===== config.mk =====
export PLATFORM = sky130hd
export DESIGN_NAME = exp_filter_mc
export DESIGN_NICKNAME = d
export VERILOG_FILES = /design/src/rtl/exp_filter_mc_pkg.sv /design/src/rtl/exp_filter_mac.sv /design/src/rtl/exp_filter_mc.sv
export SDC_FILE = /design/constraint.sdc
export NUM_CORES = 2
export LEC_CHECK = 0
export CORE_MARGIN = 4
export CORE_UTILIZATION = 45
export DETAILED_ROUTE_END_ITERATION = 7
export GPL_TIMING_DRIVEN = 0
export PLACE_DENSITY_LB_ADDON = 0.25
export SLEW_MARGIN = 20
export SYNTH_ARGS = -nofsm -noshare
export SYNTH_HDL_FRONTEND = slang
export SYNTH_SLANG_ARGS = --single-unit
export TNS_END_PERCENT = 20

===== constraint.sdc =====
create_clock -name clk -period 19.85 [get_ports clk]
set_clock_uncertainty 0.05 [all_clocks]
set_input_delay 4.9625 -clock clk [delete_from_list [all_inputs] [get_ports clk]]
set_output_delay 4.9625 -clock clk [all_outputs]
set_load 0.05 [all_outputs]

===== src/rtl/exp_filter_mc_pkg.sv =====
// rtl/exp_filter_mc_pkg.sv - shared sizing helpers for the multi-channel exponential filter
package exp_filter_mc_pkg;

    function automatic int clog2(input int value);
        int r;
        int v;
        r = 0;
        v = value - 1;
        while (v > 0) begin
            r = r + 1;
            v = v >> 1;
        end
        return r;
    endfunction

    // Channel tag width; a single-channel build still carries a 1-bit tag
    function automatic int ch_width(input int n_ch);
        return (n_ch > 1) ? clog2(n_ch) : 1;
    endfunction

endpackage


===== src/rtl/exp_filter_mac.sv =====
// rtl/exp_filter_mac.sv - combinational state update: state + floor((x<<<GUARD - state) * alpha)
module exp_filter_mac #(
    parameter int WIDTH       = 16,
    parameter int ALPHA_WIDTH = 32,
    parameter int GUARD       = 16
) (
    input  logic signed [WIDTH+GUARD-1:0] state,
    input  logic signed [WIDTH-1:0]       x,
    input  logic        [ALPHA_WIDTH-1:0] alpha,
    output logic signed [WIDTH+GUARD-1:0] new_state
);
    localparam int SW = WIDTH + GUARD;
    localparam int DW = SW + 1;
    localparam int PW = DW + ALPHA_WIDTH + 1;

    logic signed [DW-1:0] x_sh;
    logic signed [DW-1:0] state_ext;
    logic signed [DW-1:0] diff;
    logic signed [PW-1:0] diff_w;
    logic signed [PW-1:0] alpha_w;
    logic signed [PW-1:0] prod;
    logic signed [DW-1:0] adj;
    logic signed [DW-1:0] sum;
    logic                 unused_bits;

    // Slicing prod above ALPHA_WIDTH is the floor shift; |adj| <= |diff| so DW bits hold it
    always_comb begin
        x_sh        = {x[WIDTH-1], x, {GUARD{1'b0}}};
        state_ext   = {state[SW-1], state};
        diff        = x_sh - state_ext;
        diff_w      = {{(PW-DW){diff[DW-1]}}, diff};
        alpha_w     = {{(PW-ALPHA_WIDTH){1'b0}}, alpha};
        prod        = diff_w * alpha_w;
        adj         = prod[ALPHA_WIDTH+DW-1:ALPHA_WIDTH];
        sum         = state_ext + adj;
        new_state   = sum[SW-1:0];
        unused_bits = ^{prod[PW-1:ALPHA_WIDTH+DW], prod[ALPHA_WIDTH-1:0], sum[DW-1]};
    end

endmodule


===== src/rtl/exp_filter_mc.sv =====
// rtl/exp_filter_mc.sv - time-multiplexed N-channel exponential filter; EXP_FILTER_PRIME_EN enables first-sample priming
module exp_filter_mc
    import exp_filter_mc_pkg::*;
#(
    parameter int                     WIDTH       = 16,
    parameter int                     ALPHA_WIDTH = 32,
    parameter int                     GUARD       = 16,
    parameter int                     N_CH        = 4,
    parameter logic [ALPHA_WIDTH-1:0] ALPHA_RST   = ALPHA_WIDTH'(2147484),
    localparam int                    CW          = ch_width(N_CH)
) (
    input  logic                          clk,
    input  logic                          reset,
    input  logic                          in_valid,
    input  logic        [CW-1:0]          in_ch,
    input  logic signed [WIDTH-1:0]       in_data,
    input  logic                          alpha_we,
    input  logic        [CW-1:0]          alpha_ch,
    input  logic        [ALPHA_WIDTH-1:0] alpha_data,
    output logic                          out_valid,
    output logic        [CW-1:0]          out_ch,
    output logic signed [WIDTH-1:0]       out_data
);
    localparam int            SW     = WIDTH + GUARD;
    localparam logic [CW:0]   N_CH_L = (CW+1)'(N_CH);

    logic signed [SW-1:0]          state_q [N_CH];
    logic signed [SW-1:0]          state_d [N_CH];
    logic        [ALPHA_WIDTH-1:0] alpha_q [N_CH];
    logic        [ALPHA_WIDTH-1:0] alpha_d [N_CH];

    logic                          s1_valid_q, s1_valid_d;
    logic        [CW-1:0]          s1_ch_q, s1_ch_d;
    logic signed [WIDTH-1:0]       s1_x_q, s1_x_d;
    logic signed [SW-1:0]          s1_state_q, s1_state_d;
    logic        [ALPHA_WIDTH-1:0] s1_alpha_q, s1_alpha_d;

    logic                          out_valid_q, out_valid_d;
    logic        [CW-1:0]          out_ch_q, out_ch_d;
    logic signed [WIDTH-1:0]       out_data_q, out_data_d;

    logic                          in_ok;
    logic                          fwd;
    logic        [CW-1:0]          rd_ch;
    logic signed [SW-1:0]          mac_state;
    logic signed [SW-1:0]          s2_state;

`ifdef EXP_FILTER_PRIME_EN
    logic                          primed_q [N_CH];
    logic                          primed_d [N_CH];
    logic                          s1_primed_q, s1_primed_d;
`endif

    exp_filter_mac #(
        .WIDTH       (WIDTH),
        .ALPHA_WIDTH (ALPHA_WIDTH),
        .GUARD       (GUARD)
    ) u_mac (
        .state     (s1_state_q),
        .x         (s1_x_q),
        .alpha     (s1_alpha_q),
        .new_state (mac_state)
    );

    // Accept filter and forwarding detect: a same-channel sample in S2 supplies the state S1 reads
    always_comb begin
        in_ok = in_valid && ({1'b0, in_ch} < N_CH_L);
        rd_ch = in_ok ? in_ch : '0;
        fwd   = s1_valid_q && (s1_ch_q == in_ch);
`ifdef EXP_FILTER_PRIME_EN
        s2_state = s1_primed_q ? mac_state : {s1_x_q, {GUARD{1'b0}}};
`else
        s2_state = mac_state;
`endif
    end

    // Register-file write-back of the S2 result and runtime alpha writes
    always_comb begin
        state_d = state_q;
        alpha_d = alpha_q;
        if (s1_valid_q) begin
            state_d[s1_ch_q] = s2_state;
        end
        if (alpha_we && ({1'b0, alpha_ch} < N_CH_L)) begin
            alpha_d[alpha_ch] = alpha_data;
        end
    end

`ifdef EXP_FILTER_PRIME_EN
    // Primed flags follow the same write-back and forwarding path as the state
    always_comb begin
        primed_d = primed_q;
        if (s1_valid_q) begin
            primed_d[s1_ch_q] = 1'b1;
        end
        s1_primed_d = fwd ? 1'b1 : primed_q[rd_ch];
    end
`endif

    // S1 capture and S2 output register next values
    always_comb begin
        s1_valid_d  = in_ok;
        s1_ch_d     = rd_ch;
        s1_x_d      = in_data;
        s1_state_d  = fwd ? s2_state : state_q[rd_ch];
        s1_alpha_d  = alpha_q[rd_ch];
        out_valid_d = s1_valid_q;
        out_ch_d    = s1_valid_q ? s1_ch_q : out_ch_q;
        out_data_d  = s1_valid_q ? s2_state[SW-1:GUARD] : out_data_q;
    end

    // All storage with synchronous active-low reset; in-flight samples are dropped
    always_ff @(posedge clk) begin
        if (!reset) begin
            for (int i = 0; i < N_CH; i++) begin
                state_q[i] <= '0;
                alpha_q[i] <= ALPHA_RST;
`ifdef EXP_FILTER_PRIME_EN
                primed_q[i] <= 1'b0;
`endif
            end
`ifdef EXP_FILTER_PRIME_EN
            s1_primed_q <= 1'b0;
`endif
            s1_valid_q  <= 1'b0;
            s1_ch_q     <= '0;
            s1_x_q      <= '0;
            s1_state_q  <= '0;
            s1_alpha_q  <= '0;
            out_valid_q <= 1'b0;
            out_ch_q    <= '0;
            out_data_q  <= '0;
        end else begin
            state_q     <= state_d;
            alpha_q     <= alpha_d;
`ifdef EXP_FILTER_PRIME_EN
            primed_q    <= primed_d;
            s1_primed_q <= s1_primed_d;
`endif
            s1_valid_q  <= s1_valid_d;
            s1_ch_q     <= s1_ch_d;
            s1_x_q      <= s1_x_d;
            s1_state_q  <= s1_state_d;
            s1_alpha_q  <= s1_alpha_d;
            out_valid_q <= out_valid_d;
            out_ch_q    <= out_ch_d;
            out_data_q  <= out_data_d;
        end
    end

    assign out_valid = out_valid_q;
    assign out_ch    = out_ch_q;
    assign out_data  = out_data_q;

endmodule


# Word level (Yosys, flattened, before mapping)
# Cells that the tools add are included.
# Widths: inputs -> output; s select.
dict set report totals {
  ff_bits 358
  input_bits 56
  out_inout_bits 19
  word_cells 45
}
dict set report op_classes {
  addsub 2
  n_mul 1
  magnitude_cmp 5
  eq_ne 1
  muxes 14
  bitwise 3
  n_reduce_logical 3
}
# op n
set ops {}
lappend ops {{$bwmux 128} 2}
lappend ops {{$mux 32} 7}
lappend ops {{$bmux 32 s2} 2}
lappend ops {{$demux 32 s2} 2}
lappend ops {{$mul 33x33->64} 1}
lappend ops {{$sub 32x32->33} 1}
lappend ops {{$add 32x32->32} 1}
lappend ops {{$ge 3x3->1 const B} 3}
lappend ops {{$not 2->3} 3}
lappend ops {{$lt 3x1->1 const B} 2}
lappend ops {{$logic_and 1x1->1} 3}
lappend ops {{$eq 2x2->1} 1}
lappend ops {{$mux 2} 1}

# Longest topological paths before layout
dict set report depth {
  word_depth 6
  depth_mapped 52
}

# Modules after synthesis
# A second synthesis with hierarchy kept.
dict set report unflattened {
  hier_cells 6002
  hier_area_um2 53717.8
}
# module n_inst cells_per_inst area_per_inst_um2 seq_area_each_um2
set by_module_without_submodules {}
lappend by_module_without_submodules {exp_filter_mac 1 4294 39055.0 0.0}
lappend by_module_without_submodules {exp_filter_mc 1 1708 14662.8 7166.9}

# Worst setup path before layout
# Ideal clock, no wire load.
dict set report synth_path {
  kind {reg2reg}
  start {reg s1_state_q[0]}
  end {reg out_data_q[14] (netlist: out_data[14])}
  setup_time_ps 150
  t_arrival_ps 11654
  t_required_ps 19650
  slack_ps 7996
  path_stages_with_launch 49
  period_less_slack_ps 11854
  cell_sequence {dfxtp_1 -> clkbuf_1 -> inv_1 -> ha_1 -> or4b_4 -> nor3_1 -> a31oi_2 -> o41ai_2 -> a21oi_1 -> or2_2 -> clkbuf_1 -> clkbuf_1 -> and2_1 -> fa_1 -> inv_1 -> fa_1 -> inv_1 -> fa_1 -> [13 not listed] -> a211oi_1 -> nor4_1 -> a21oi_1 -> a21o_1 -> a21o_1 -> a21oi_1 -> xnor2_1 -> ha_1 -> inv_1 -> o21bai_1 -> a21o_1 -> a21oi_1 -> o21ai_0 -> o2bb2ai_1 -> a41o_1 -> mux2i_1 -> a2111oi_1 -> o21ai_0}
}
dict set report synth_via {
  elab_chain_len 3
}
# item line_no
set synth_lines {}
lappend synth_lines {{start: declaration} exp_filter_mc.sv:35} ;# logic signed [SW-1:0] s1_state_q, s1_state_d;
lappend synth_lines {{start signal: assignment} exp_filter_mc.sv:143} ;# s1_state_q <= s1_state_d;
lappend synth_lines {{$sub 32x32->33} exp_filter_mac.sv:30} ;# diff = x_sh - state_ext;
lappend synth_lines {{$mul 33x33->64} exp_filter_mac.sv:33} ;# prod = diff_w * alpha_w;
lappend synth_lines {{$add 32x32->32 *} exp_filter_mac.sv:35} ;# sum = state_ext + adj;
lappend synth_lines {{end signal: assignment} exp_filter_mc.sv:147} ;# out_data_q <= out_data_d;
lappend synth_lines {{end: declaration} exp_filter_mc.sv:40} ;# logic signed [WIDTH-1:0] out_data_q, out_data_d;
# Mark *: on every way between the ends. The rest lies on a longest branch, timed or not.
# A chain may end at the register's enable or synchronous reset.

# Worst setup path after layout
dict set report layout_path {
  start {reg s1_state_q[0]}
  end {reg s1_state_q[30]}
}
dict set report layout_via {
  elab_chain_len 4
}
# item line_no
set layout_lines {}
lappend layout_lines {{$sub 32x32->33} exp_filter_mac.sv:30}
lappend layout_lines {{$mul 33x33->64} exp_filter_mac.sv:33}
lappend layout_lines {{$add 32x32->32 *} exp_filter_mac.sv:35}
lappend layout_lines {{$mux 32 *} exp_filter_mc.sv:105} ;# s1_state_d = fwd ? s2_state : state_q[rd_ch];
# Marks and branches as above.

==> results.cfg <==
[cts]
ctsResizeCount = 0
hold_buffers = 0
clk_root_buffer_cell = clkbuf_16
cts_made_buffers = 35
clkLatencyLatePin_ns = 0.55
clk_path_buf_depth = 3
clock_sinks = 358
cts.clk_slew.worst_paths_ns = 0.07
cts_tree = built
post-cts-setup-buffers = 0
h-tree-depth = 2

[place]
place_congestion = 0.988
place_ws_ns = 4.11
dp_hpwl_mm = 159
placed_cells = 7662
portBuffers = 72

[drt]
top_layer = met5
route.met2.wl_mm = 85.5
wirelength_met1_mm = 77.6
viasPerCell = 5.47
wl_per_cell_um = 24.9
vias = 42300
wl_met3_mm = 20.1
drt_iter0_drc = 3648
ant_nets = 0
routed_wl_mm = 193
drc = 0
dr.pass1.iters = 8

[cells_and_area]
synthToLayoutAreaGrowth_pct = 7.64
layout_commonest_cell = nand2_1
seqCellArea_mm2 = 0.00717
drive_gt1_share_pct = 1.71
nFillCells = 11400
final_nets = 7547
mostFrequentLayoutCells = nand2_1, inv_1, fa_1
multi_input_area_mm2 = 0.0408
fin_cells = 7735

[setup_path]
slowest_delay_ns = 0.86
critical_path.slowest_cell = a2111oi_2
r2r_end = s1_state_q[30]$_SDFF_PN0_
cp_max_fo = 10
crit_path_start = s1_state_q[0]$_SDFF_PN0_
crit_path_start_kind = register
cp.required_ns = 20.14
worstRegToRegCells = 46
arrival_ns = 16.43
crit_type = reg -> reg
setup.worst_path.end = s1_state_q[30]$_SDFF_PN0_
crit_top_cell = fa_1
cp-end-kind = register
regToRegSetupSlack_ns = 3.71
reg2reg_from = s1_state_q[0]$_SDFF_PN0_

[logic_synthesis]
avgSynthCellArea_um2 = 8.81
syn_area_mm2 = 0.0533
synth_cell_types = 71
synth_flop_cell = dfxtp_1
synth-edff-count = 0
synthesis.nets = 7435
postSynthCellCount = 6051
ys_seq_area_share_pct = 13.4
synthesis.yosys.warnings = 0
async_flop_share_pct = 0
yosys_register_bits = 358

[die]
start_util_pct = 45.2
die_h_um = 352
die_x_um = 352
die-area_mm2 = 0.124
core_area_mm2 = 0.118
rows = 126
io_pins = 75

[global_routing]
antenna_found_initial = 18
grt_max_degree = 22
overflow = 0
grt_pass1_wl_mm = 287
grt_pass1_vias = 43600
grt_usage_pct = 31.1

[sta]
slew_viol_final = 0
hold_viol = 0
final.period_utilization_pct = 81.3
setup_viol = 0
max_freq_mhz = 62.0
worstMarginPinSlew_ns = 1.29
layout_setup_ws_ns = 3.71
slew_headroom_pct = 13.9
whs_ns = 0.411
finalCriticalPeriod_ns = 16.14
rsz0062_at_grt = no
setup-tns-final_ns = 0

[run]
maxCapViolCount = 0

[hold_path]
hold_path.class = reg -> reg

[status]
status = completed
==> through the flow <==
| step | instance area, µm² | util, % |
|---|---|---|
| 4_1_cts | 57400 | 48.6 |
| 6_report | 57400 | 48.7 |
| 3_5_place_dp | 56100 | 47.6 |
| 2_1_floorplan | 53300 | - |
| 3_3_place_gp | 56000 | 47.5 |
| 5_1_grt | 57400 | 48.7 |
==> kinds of logic after synthesis <==
kind of cell	count (synthesis)	share of synthesized area [%]
adder cells (fa/ha/maj)	1328	46.4
XOR/XNOR	123	2.05
buffers and inverters	1459	10.3
AND/OR/NAND/NOR	2145	19.1
AO/OA/AOI/OAI	588	7.70
flip-flops	358	13.4
multiplexers	50	0.946
==> critical path, delay by kind of cell, from the launching register on <==
family	cells	cell delay, ns
compound gates	15	4.29
simple gates	9	2.43
buf+inv	8	2.09
mux	1	0.14
xor+xnor	2	1.26
fa+ha+maj	11	5.20
flops	1	0.47
==> worst min path at each step <==
stage / start / end / slack, ns / depth (start not counted)
2_1_floorplan: state_q[24]$_SDFFE_PN0P_ / state_q[24]$_SDFFE_PN0P_ / 0.39 / 2
3_3_place_gp: state_q[47]$_SDFFE_PN0P_ / state_q[47]$_SDFFE_PN0P_ / 0.40 / 2
3_5_place_dp: state_q[43]$_SDFFE_PN0P_ / state_q[43]$_SDFFE_PN0P_ / 0.40 / 2
4_1_cts: state_q[43]$_SDFFE_PN0P_ / state_q[43]$_SDFFE_PN0P_ / 0.41 / 2
5_1_grt: state_q[42]$_SDFFE_PN0P_ / state_q[42]$_SDFFE_PN0P_ / 0.43 / 2
6_report: state_q[42]$_SDFFE_PN0P_ / state_q[42]$_SDFFE_PN0P_ / 0.41 / 2
==> flip-flops by register name (all words and copies together), names as in the netlist <==
register	count
out_ch	2
s1_alpha_q	32
alpha_q	128
s1_ch_q	2
s1_state_q	32
out_valid_d	1
out_data	16
s1_x_q	16
out_valid	1
state_q	128
==> cells in the mapped netlist (45+ instances only) <==
cell	instances	area [µm²]
inv_1	1112	4170
mux2i_1	47	470
a21oi_1	102	510
clkbuf_1	324	1220
ha_1	243	3040
nand3_1	99	495
and3_1	45	282
o21ai_0	67	335
xnor2_1	82	718
dfxtp_1	358	7170
fa_1	1085	21700
a21boi_0	188	1410
nor2_1	52	195
and2_1	592	3700
nor2b_1	75	469
nand2_1	1196	4490
==> cell type report <==
type	instances	share of cell area [%]
inverter	1112	7.27
timing repair buffer	75	1.31
clock inverter	12	0.403
sequential	358	12.5
buffer	347	2.29
clock buffer	50	1.80
multi-input combinational	4234	71.0
antenna	11	0.0480
tap	1536	3.35
==> routing by layer <==
layer	track usage [%]	up-vias
met5	0	-
met4	12.6	8
met3	8.09	449
met2	48.3	1997
met1	41.6	21400
li1	-	18400
Power is left out: the tool's default activity adds up to more than one toggle a clock period on the data nets, which glitch-free logic cannot reach.
